`src/rtl/id_ex_stage_reg_pkg.sv`:
```
// Shared definitions for the ID/EX pipeline register: forward-select encodings,
// control bundle bit positions and default widths.
package id_ex_stage_reg_pkg;

    localparam int DW_DEF   = 32;
    localparam int RW_DEF   = 4;
    localparam int OPW_DEF  = 6;
    localparam int CTLW_DEF = 8;

    typedef enum logic [1:0] {
        FWD_RF  = 2'b00,
        FWD_EX  = 2'b01,
        FWD_MEM = 2'b10,
        FWD_WB  = 2'b11
    } fwd_sel_e;

    localparam int CTL_REGWRITE = 0;
    localparam int CTL_MEMRD    = 1;
    localparam int CTL_MEMWR    = 2;

endpackage

```
`src/rtl/id_ex_stage_reg_operand_fwd_mux.sv`:
```
// 4:1 operand forwarding mux: picks the register-file value or one of the
// three in-flight results according to the hazard unit's select.
module operand_fwd_mux
    import id_ex_stage_reg_pkg::*;
#(
    parameter int DW = DW_DEF
) (
    input  logic [1:0]    sel,
    input  logic [DW-1:0] src_rf,
    input  logic [DW-1:0] src_ex,
    input  logic [DW-1:0] src_mem,
    input  logic [DW-1:0] src_wb,
    output logic [DW-1:0] y
);

    always_comb begin
        y = src_rf;
        case (fwd_sel_e'(sel))
            FWD_RF:  y = src_rf;
            FWD_EX:  y = src_ex;
            FWD_MEM: y = src_mem;
            FWD_WB:  y = src_wb;
            default: y = src_rf;
        endcase
    end

endmodule

```
`src/rtl/id_ex_stage_reg.sv`:
```
// ID/EX pipeline register with operand forwarding, stall/flush bubbles and an
// optional bubble counter enabled by ID_EX_BUBBLE_CNT_EN.
module id_ex_stage_reg
    import id_ex_stage_reg_pkg::*;
#(
    parameter int DW   = DW_DEF,
    parameter int RW   = RW_DEF,
    parameter int OPW  = OPW_DEF,
    parameter int CTLW = CTLW_DEF
) (
    input  logic            clk,
    input  logic            rst_n,
    input  logic            id_valid,
    input  logic [DW-1:0]   id_pc,
    input  logic [OPW-1:0]  id_opcode,
    input  logic [RW-1:0]   id_rs,
    input  logic [RW-1:0]   id_rt,
    input  logic [RW-1:0]   id_rd,
    input  logic [CTLW-1:0] id_ctl,
    input  logic [DW-1:0]   id_imm,
    input  logic [DW-1:0]   rf_a,
    input  logic [DW-1:0]   rf_b,
    input  logic [1:0]      fwd_a_sel,
    input  logic [1:0]      fwd_b_sel,
    input  logic [DW-1:0]   ex_alu_res,
    input  logic [DW-1:0]   mem_res,
    input  logic [DW-1:0]   wb_data,
    input  logic            stall,
    input  logic            flush,
    output logic            ex_valid,
    output logic [DW-1:0]   ex_pc,
    output logic [OPW-1:0]  ex_opcode,
    output logic [RW-1:0]   ex_rs,
    output logic [RW-1:0]   ex_rt,
    output logic [RW-1:0]   ex_rd,
    output logic [CTLW-1:0] ex_ctl,
    output logic [DW-1:0]   ex_a,
    output logic [DW-1:0]   ex_b,
    output logic [DW-1:0]   ex_imm,
    output logic            ex_regwrite,
    output logic            ex_memrd,
    output logic [15:0]     bubble_cnt
);

    logic [DW-1:0] a_nxt;
    logic [DW-1:0] b_nxt;
    logic          load_bubble;

    operand_fwd_mux #(.DW(DW)) u_fwd_a (
        .sel     (fwd_a_sel),
        .src_rf  (rf_a),
        .src_ex  (ex_alu_res),
        .src_mem (mem_res),
        .src_wb  (wb_data),
        .y       (a_nxt)
    );

    operand_fwd_mux #(.DW(DW)) u_fwd_b (
        .sel     (fwd_b_sel),
        .src_rf  (rf_b),
        .src_ex  (ex_alu_res),
        .src_mem (mem_res),
        .src_wb  (wb_data),
        .y       (b_nxt)
    );

    // ex_valid qualifies every ex_* field: a slot with ex_valid = 0 is a bubble
    // and must never cause a register or memory write downstream.
    assign load_bubble = flush | stall | ~id_valid;

    always_ff @(posedge clk or negedge rst_n) begin
        if (!rst_n) begin
            ex_valid  <= 1'b0;
            ex_opcode <= '0;
            ex_rs     <= '0;
            ex_rt     <= '0;
            ex_rd     <= '0;
            ex_ctl    <= '0;
            ex_a      <= '0;
            ex_b      <= '0;
            ex_imm    <= '0;
        end else if (load_bubble) begin
            ex_valid  <= 1'b0;
            ex_opcode <= '0;
            ex_rs     <= '0;
            ex_rt     <= '0;
            ex_rd     <= '0;
            ex_ctl    <= '0;
            ex_a      <= '0;
            ex_b      <= '0;
            ex_imm    <= '0;
        end else begin
            ex_valid  <= 1'b1;
            ex_opcode <= id_opcode;
            ex_rs     <= id_rs;
            ex_rt     <= id_rt;
            ex_rd     <= id_rd;
            ex_ctl    <= id_ctl;
            ex_a      <= a_nxt;
            ex_b      <= b_nxt;
            ex_imm    <= id_imm;
        end
    end

    // PC holds across bubbles so the hazard unit's PC compare sees no change.
    always_ff @(posedge clk or negedge rst_n) begin
        if (!rst_n) begin
            ex_pc <= '0;
        end else if (!load_bubble) begin
            ex_pc <= id_pc;
        end
    end

    assign ex_regwrite = ex_valid & ex_ctl[CTL_REGWRITE];
    assign ex_memrd    = ex_valid & ex_ctl[CTL_MEMRD];

`ifdef ID_EX_BUBBLE_CNT_EN
    logic [15:0] bubble_cnt_q;
    logic        bubble_evt;

    // Only real instructions held back by stall/flush count; idle ID does not.
    assign bubble_evt = id_valid & (stall | flush);

    always_ff @(posedge clk or negedge rst_n) begin
        if (!rst_n) begin
            bubble_cnt_q <= '0;
        end else if (bubble_evt && (bubble_cnt_q != 16'hFFFF)) begin
            bubble_cnt_q <= bubble_cnt_q + 16'd1;
        end
    end

    assign bubble_cnt = bubble_cnt_q;
`else
    assign bubble_cnt = 16'd0;
`endif

endmodule

```
`config.mk`:
```
export PLATFORM = sky130hd
export DESIGN_NAME = id_ex_stage_reg
export DESIGN_NICKNAME = d
export VERILOG_FILES = /design/src/rtl/id_ex_stage_reg_pkg.sv /design/src/rtl/id_ex_stage_reg_operand_fwd_mux.sv /design/src/rtl/id_ex_stage_reg.sv
export SDC_FILE = /design/constraint.sdc
export NUM_CORES = 1
export LEC_CHECK = 0
export ABC_CLOCK_PERIOD_IN_PS = 960
export BUFFER_PORTS_ARGS = -buffer_cell sky130_fd_sc_hd__buf_4
export CORE_MARGIN = 2
export CORE_UTILIZATION = 24
export CTS_BUF_LIST = sky130_fd_sc_hd__clkbuf_4 sky130_fd_sc_hd__clkbuf_8
export DETAILED_ROUTE_END_ITERATION = 8
export PLACE_DENSITY_LB_ADDON = 0.1
export RECOVER_POWER = 50
export SLEW_MARGIN = 20
export SYNTH_ARGS = -nofsm -noshare
export SYNTH_HDL_FRONTEND = slang
export SYNTH_SLANG_ARGS = --single-unit
```
`constraint.sdc`:
```
create_clock -name clk -period 0.96 [get_ports clk]
set_input_delay 0.048 -clock clk [delete_from_list [all_inputs] [get_ports clk]]
set_output_delay 0.048 -clock clk [all_outputs]
set_load 0.05 [all_outputs]
```
==> results of run 1 <==
## worst max-delay path, cell delays in order (launching register included)
cell,delay [ns]
dfrtp_2,0.42
and2_4,0.16
buf_8,0.14
## final timing paths
path                                    end  depth (start not counted)  slack, ns
worst max-delay path            ex_regwrite                          2      -0.26
worst min-delay path               ex_a[30]                          3      -0.01
worst max register to register    ex_pc[18]                          2       0.06
worst min register to register     ex_pc[3]                          1       0.54
max in group asynchronous         ex_pc[20]                          3      -0.18
min in group asynchronous         ex_pc[13]                          3       0.27
## cell families (layout without fill, tap and decap cells)
logic type | Yosys count | count (layout) | synth area share
buffers and inverters | 55 | 752 | 0.05077
AO/OA/AOI/OAI | 64 | 64 | 0.1093
flip-flops | 155 | 155 | 0.5465
multiplexers | 160 | 160 | 0.2313
other | 1 | 17 | 0.0005284
AND/OR/NAND/NOR | 65 | 65 | 0.06153
## stage by stage
step | cell area (um^2) | setup TNS (ns) | utilization
floorplan | 7218 | -5.249 | -
global placement | 10980 | -33.51 | 0.3795
detailed placement | 10980 | -34.62 | 0.3795
CTS | 14530 | -23.69 | 0.5020
global route | 14520 | -33.48 | 0.5016
finish | 14520 | -20.41 | 0.5016
## registers in the layout, summed over array words and instances, names as in the netlist
name and flops:
ex_a 32, ex_b 32, ex_ctl 8, ex_imm 32
ex_opcode 6, ex_pc 32, ex_rd 4, ex_rs 4
ex_rt 4, ex_valid 1
## timing repair
action,in CTS,in global routing
resized for setup,162,1
hold endpoints to repair,310,5
buffers inserted,3,3
gates cloned,0,1
hold buffers,252,2
pin swaps,1,1
endpoints found under the setup margin,157,167
## cells in the final DEF, fill, tap and decap left out, types with 3 or more instances in the layout
master	instances
buf_4	287
dlygate4sd3_1	253
buf_6	156
dfrtp_1	152
mux2i_1	128
o22ai_2	60
and2_1	58
mux2_2	31
clkbuf_8	17
conb_1	16
buf_12	13
inv_6	5
inv_8	5
o22ai_1	4
clkbuf_4	4
clkinv_8	3
dfrtp_2	3
buf_8	3
## where the power goes
group / switching [uW] / total [uW] / internal (uW) / leakage (uW)
sequential: 263 / 7200 / 6940 / 0.00206
clock: 3120 / 5100 / 1980 / 0.000204
combinational: 3050 / 5960 / 2900 / 0.00489
total: 6430 / 18300 / 11800 / 0.00715
## area by class of cell
class	instances	share of cell area
repair buffers	720	0.4682
flip-flops and latches	155	0.2675
multi-input cells	305	0.2037
well taps	384	0.03310
clock buffers	17	0.01612
clock inverters	15	0.01121
diodes	1	0.0001724
## per-layer routing
metal | vias up | global-route usage | share of wire
met5 | - | 0 | 0
met4 | 0 | 0.06577 | 0.025
met3 | 39 | 0.04113 | 0.061
met2 | 278 | 0.3133 | 0.51
met1 | 3186 | 0.2110 | 0.40
li1 | 3162 | - | -
==> results.json, run 1 <==
{
  "finalHoldViolCount": 1,
  "cts_tree": "done",
  "totalWireLength_um": 28230,
  "power_density_nw_per_um2": 1258,
  "clock-root-buffer": "clkbuf_8",
  "numPortBuffers": 415,
  "ff_latch_area_um2": 3882,
  "ys_types": 15,
  "power_uw": 18260,
  "die_h_um": 176.0,
  "place.gp.congestion": 0.7405,
  "worstSetupPathType": "reg -> out",
  "io_pins": 432,
  "cts_made_buffers": 17,
  "clock.fmax_mhz": 816.6,
  "vias": 6665,
  "avgSynthCellArea_um2": 14.19,
  "synth_edf_count": 0,
  "fin_ws_ns": -0.2645,
  "max_cap_viol_count": 0,
  "crit_required_ns": 0.91,
  "fin_nets": 1458,
  "grt_max_degree": 50,
  "r2r_start": "ex_pc[18]",
  "rsz0062_at_grt": "true",
  "grt_pass1_wl_um": 41730,
  "tightest_slew_ns": 0.6444,
  "clock_sinks": 155,
  "postSynthCellCount": 500,
  "yosys_warnings": 0,
  "cp_max_fo": 2,
  "start_util": 0.2453,
  "outcome": "complete, but fails checks",
  "vias_per_cell": 4.173,
  "place_ws_ns": -0.3239,
  "postRouteAntennaNets": 0,
  "htreeDepth": 4,
  "clockBufferDepth": 2,
  "hold_class": "in -> reg",
  "remaining_drc_errors": 0,
  "clk_latency_ns": 0.44,
  "synth_top_cell_by_area": "dfrtp_1",
  "synth_top_area_frac": 0.5465,
  "synth_most_common_cell": "dfrtp_1",
  "netlist_top_cells_count": "dfrtp_1, mux2i_1, and2_1, o22ai_2, mux2_2",
  "fin_crit_ns": 1.225,
  "finalCritPeriodShare": 1.276,
  "drt_iter0_markers": 166,
  "fin_cells": 1597,
  "synth.area.top_cells": "dfrtp_1, mux2i_1, o22ai_2",
  "dp_hpwl_um": 19810,
  "grtUsageTotal": 0.1778,
  "crit_start": "ex_ctl[0]",
  "synth-seq-area-share": 0.5465,
  "coreArea_um2": 28940,
  "dieWidth_um": 176.0,
  "rows": 62,
  "clkTransAtPathRegs_ns": 0.11,
  "synth_seq_cells": 155,
  "multi_input_area_um2": 2957,
  "setup_viol": 206,
  "place_inst": 1304,
  "start_kind": "flop",
  "crit_arrival_ns": 1.18,
  "whs_ns": -0.01358,
  "finClkSkew_ns": 0,
  "synth_area_um2": 7097,
  "grt_pass1_vias": 7384,
  "slew_headroom": 0.5704,
  "wl_per_cell_um": 17.68,
  "drtPass1Iterations": 4,
  "synthArstFlopShare": 1.000,
  "report.final.slew_viol_count": 0,
  "layout-drive-gt1-share": 0.4942,
  "p_leak_uw": 0.007154,
  "area_delta_synth_final_pct": 104.5,
  "antenna_found_initial": 1,
  "min_from": "fwd_a_sel[1]",
  "synth_top_flop_cell": "dfrtp_1",
  "fillers": 2575,
  "violations": "negative hold slack, negative setup slack",
  "worst_setup_path_end_kind": "output pin",
  "ir_drop_mv": 0.8468,
  "overflow": 0,
  "die_area_um2": 30960
}
Note: power is estimated with default switching activity, not from simulation.
==> run 2: changes to the inputs <==
--- a/config.mk
+++ b/config.mk
@@ -13,6 +13,8 @@
 export DETAILED_ROUTE_END_ITERATION = 8
 export PLACE_DENSITY_LB_ADDON = 0.1
 export RECOVER_POWER = 50
+export REMOVE_ABC_BUFFERS = 1
+export SKIP_LAST_GASP = 1
 export SLEW_MARGIN = 20
 export SYNTH_ARGS = -nofsm -noshare
 export SYNTH_HDL_FRONTEND = slang
==> run 2 against run 1 <==
Critical path type unchanged. First-iteration DRC count grew 18%. Worst hold slack better by 0.057 ns. Sequential share of layout area shrank 0.12 points. Wire length decreased by 1.1%. The flow finishes with violations (negative setup slack). Setup slack improved by 0.0019 ns. Cell count increased by 0.44%. Sequential cell count did not move. Clock power grew 15%. Via count increased by 0.35%. Cell area up 0.37%. Non-clock buffer count grew 9. Register-to-register slack about the same.
==> results.json, run 2 (synthesis gave the netlist of run 1 again) <==
{
  "outcome": "complete, but fails checks",
  "violations": "negative setup slack",
  "worstSetupPathType": "reg -> out",
  "start_util": 0.2453,
  "htreeDepth": 4,
  "totalWireLength_um": 27910,
  "dp_hpwl_um": 19790,
  "crit_arrival_ns": 1.17,
  "area_delta_synth_final_pct": 105.3,
  "dieWidth_um": 176.0,
  "cp_slowest_cell": "dfrtp_1",
  "io_pins": 432,
  "grtUsageTotal": 0.1785,
  "critical_path.max_stage_delay_ns": 0.42,
  "endpoint": "ex_regwrite",
  "start_kind": "flop",
  "layout-drive-gt1-share": 0.4910,
  "timing.rr.end": "ex_pc[15]",
  "remaining_drc_errors": 0,
  "drt_iter0_markers": 196,
  "overflow": 0,
  "diodes": 0,
  "ir_drop_mv": 0.8174,
  "grt_pass1_wl_um": 42000,
  "die_area_um2": 30960,
  "wl_per_cell_um": 17.40,
  "grt_max_degree": 50,
  "finalHoldViolCount": 0,
  "cts_made_buffers": 17,
  "die_h_um": 176.0,
  "grt_pass1_vias": 7435,
  "wl_met3_um": 2226,
  "report.final.slew_viol_count": 0,
  "postRouteAntennaNets": 0,
  "path_delay_family": "flip-flops",
  "place.gp.congestion": 0.7821,
  "wl_met2_um": 14320,
  "crit_start": "ex_valid",
  "cp_cell_sequence": "and2_4, buf_6",
  "mostFrequentLayoutCell": "buf_4",
  "rr_worst_depth": 2,
  "clock-root-buffer": "clkbuf_8",
  "cts_tree": "done",
  "p_leak_uw": 0.007190,
  "fin_crit_ns": 1.223,
  "fin_nets": 1467,
  "crit_buf_inv": 1,
  "clk_latency_ns": 0.44,
  "tightest_slew_ns": 0.6510,
  "antenna_found_initial": 0,
  "r2r_start": "ex_pc[15]",
  "place_inst": 1312,
  "r2r_slack_ns": 0.05,
  "max_cap_viol_count": 0,
  "fin_cells": 1604,
  "hold_class": "in -> reg",
  "drtPass1Iterations": 4,
  "clock.fmax_mhz": 817.9,
  "rows": 62,
  "setup_viol": 243,
  "slew_headroom": 0.5660,
  "clockBufferDepth": 2,
  "critical_path_depth": 2,
  "finClkSkew_ns": 0,
  "coreArea_um2": 28940,
  "clock_sinks": 155,
  "fin_ws_ns": -0.2627,
  "numPortBuffers": 415,
  "clkTransAtPathRegs_ns": 0.10,
  "m1WireLength_um": 10910,
  "power_density_nw_per_um2": 1308,
  "rsz0062_at_grt": "true",
  "whs_ns": 0.04348,
  "worst_setup_path_end_kind": "output pin",
  "vias_per_cell": 4.170,
  "crit_required_ns": 0.91,
  "cp_max_fo": 3,
  "final_cell_mix": "buf_4, dlygate4sd3_1, buf_6",
  "finalCritPeriodShare": 1.274,
  "highest_layer": "met4",
  "vias": 6688
}
-- run 2: cell types whose count changed in the layout (fill, tap and decap cells not counted), moves of 3 or more --
cell and change:
buf_4 +6, bufinv_16 +4, clkbuf_1 +4, buf_8 -3, dfrtp_1 +3, dfrtp_2 -3
inv_6 -3
-- run 2: report_power, final --
part / switching (uW) / internal, uW / total, uW
clock: 2930 / 2960 / 5890
combinational: 3050 / 2930 / 5990
sequential: 253 / 6930 / 7190
total: 6230 / 12800 / 19100
-- run 2: worst min-delay path by stage --
stage	start	end	slack [ns]	depth (start not counted)
detailed placement	rst_n	ex_a[18]	-0.07	1
CTS	rst_n	ex_a[18]	-0.03	2
floorplan	rst_n	ex_a[0]	-0.25	0
global route	rf_b[25]	ex_b[25]	0.008	4
finish	rf_b[25]	ex_b[25]	0.04	4
global placement	rst_n	ex_a[18]	-0.07	1
-- run 2: stage by stage --
stage | setup WS (ns) | setup TNS, ns | total power, uW | util | cell area (um^2)
final | -0.2627 | -18.61 | 19060 | 0.5035 | 14570
after global routing | -0.3375 | -36.32 | 19980 | 0.5035 | 14570
after CTS | -0.2948 | -20.01 | 19320 | 0.5041 | 14590
after detailed placement | -0.4140 | -38.23 | 12120 | 0.3801 | 11000
after global placement | -0.3952 | -36.86 | 12110 | 0.3801 | 11000
after floorplan | -1.183 | -156.70 | 9732 | - | 6793
-- run 2: timing repair --
action | CTS | global route
pin swaps | 0 | 0
hold endpoints to repair | 309 | 2
gates cloned | 0 | 0
gates resized for setup | 155 | 3
buffers inserted | 5 | 3
hold buffers | 250 | 3
setup endpoints to repair | 157 | 157
-- run 2: final cells by class --
class                      instances  area (um^2)
clock inverter                    14        231.5
timing repair buffer             729         6804
fill                            2566        14370
sequential                       155         3879
multi-input combinational        305         2940
clock buffer                      17        234.0
tap                              384        480.5
-- run 2: per-layer routing --
metal / GRT usage / vias up
li1: - / 3173
met1: 0.2030 / 3193
met2: 0.3220 / 297
met3: 0.05943 / 25
met4: 0.04373 / 0
met5: 0 / -
-- run 2: tightest hold or removal path, delay by kind of cell --
kind	cells	cell delay, ns
buffers and inverters	2	0.22
AO/OA/AOI/OAI	1	0.09
multiplexers	1	0.08
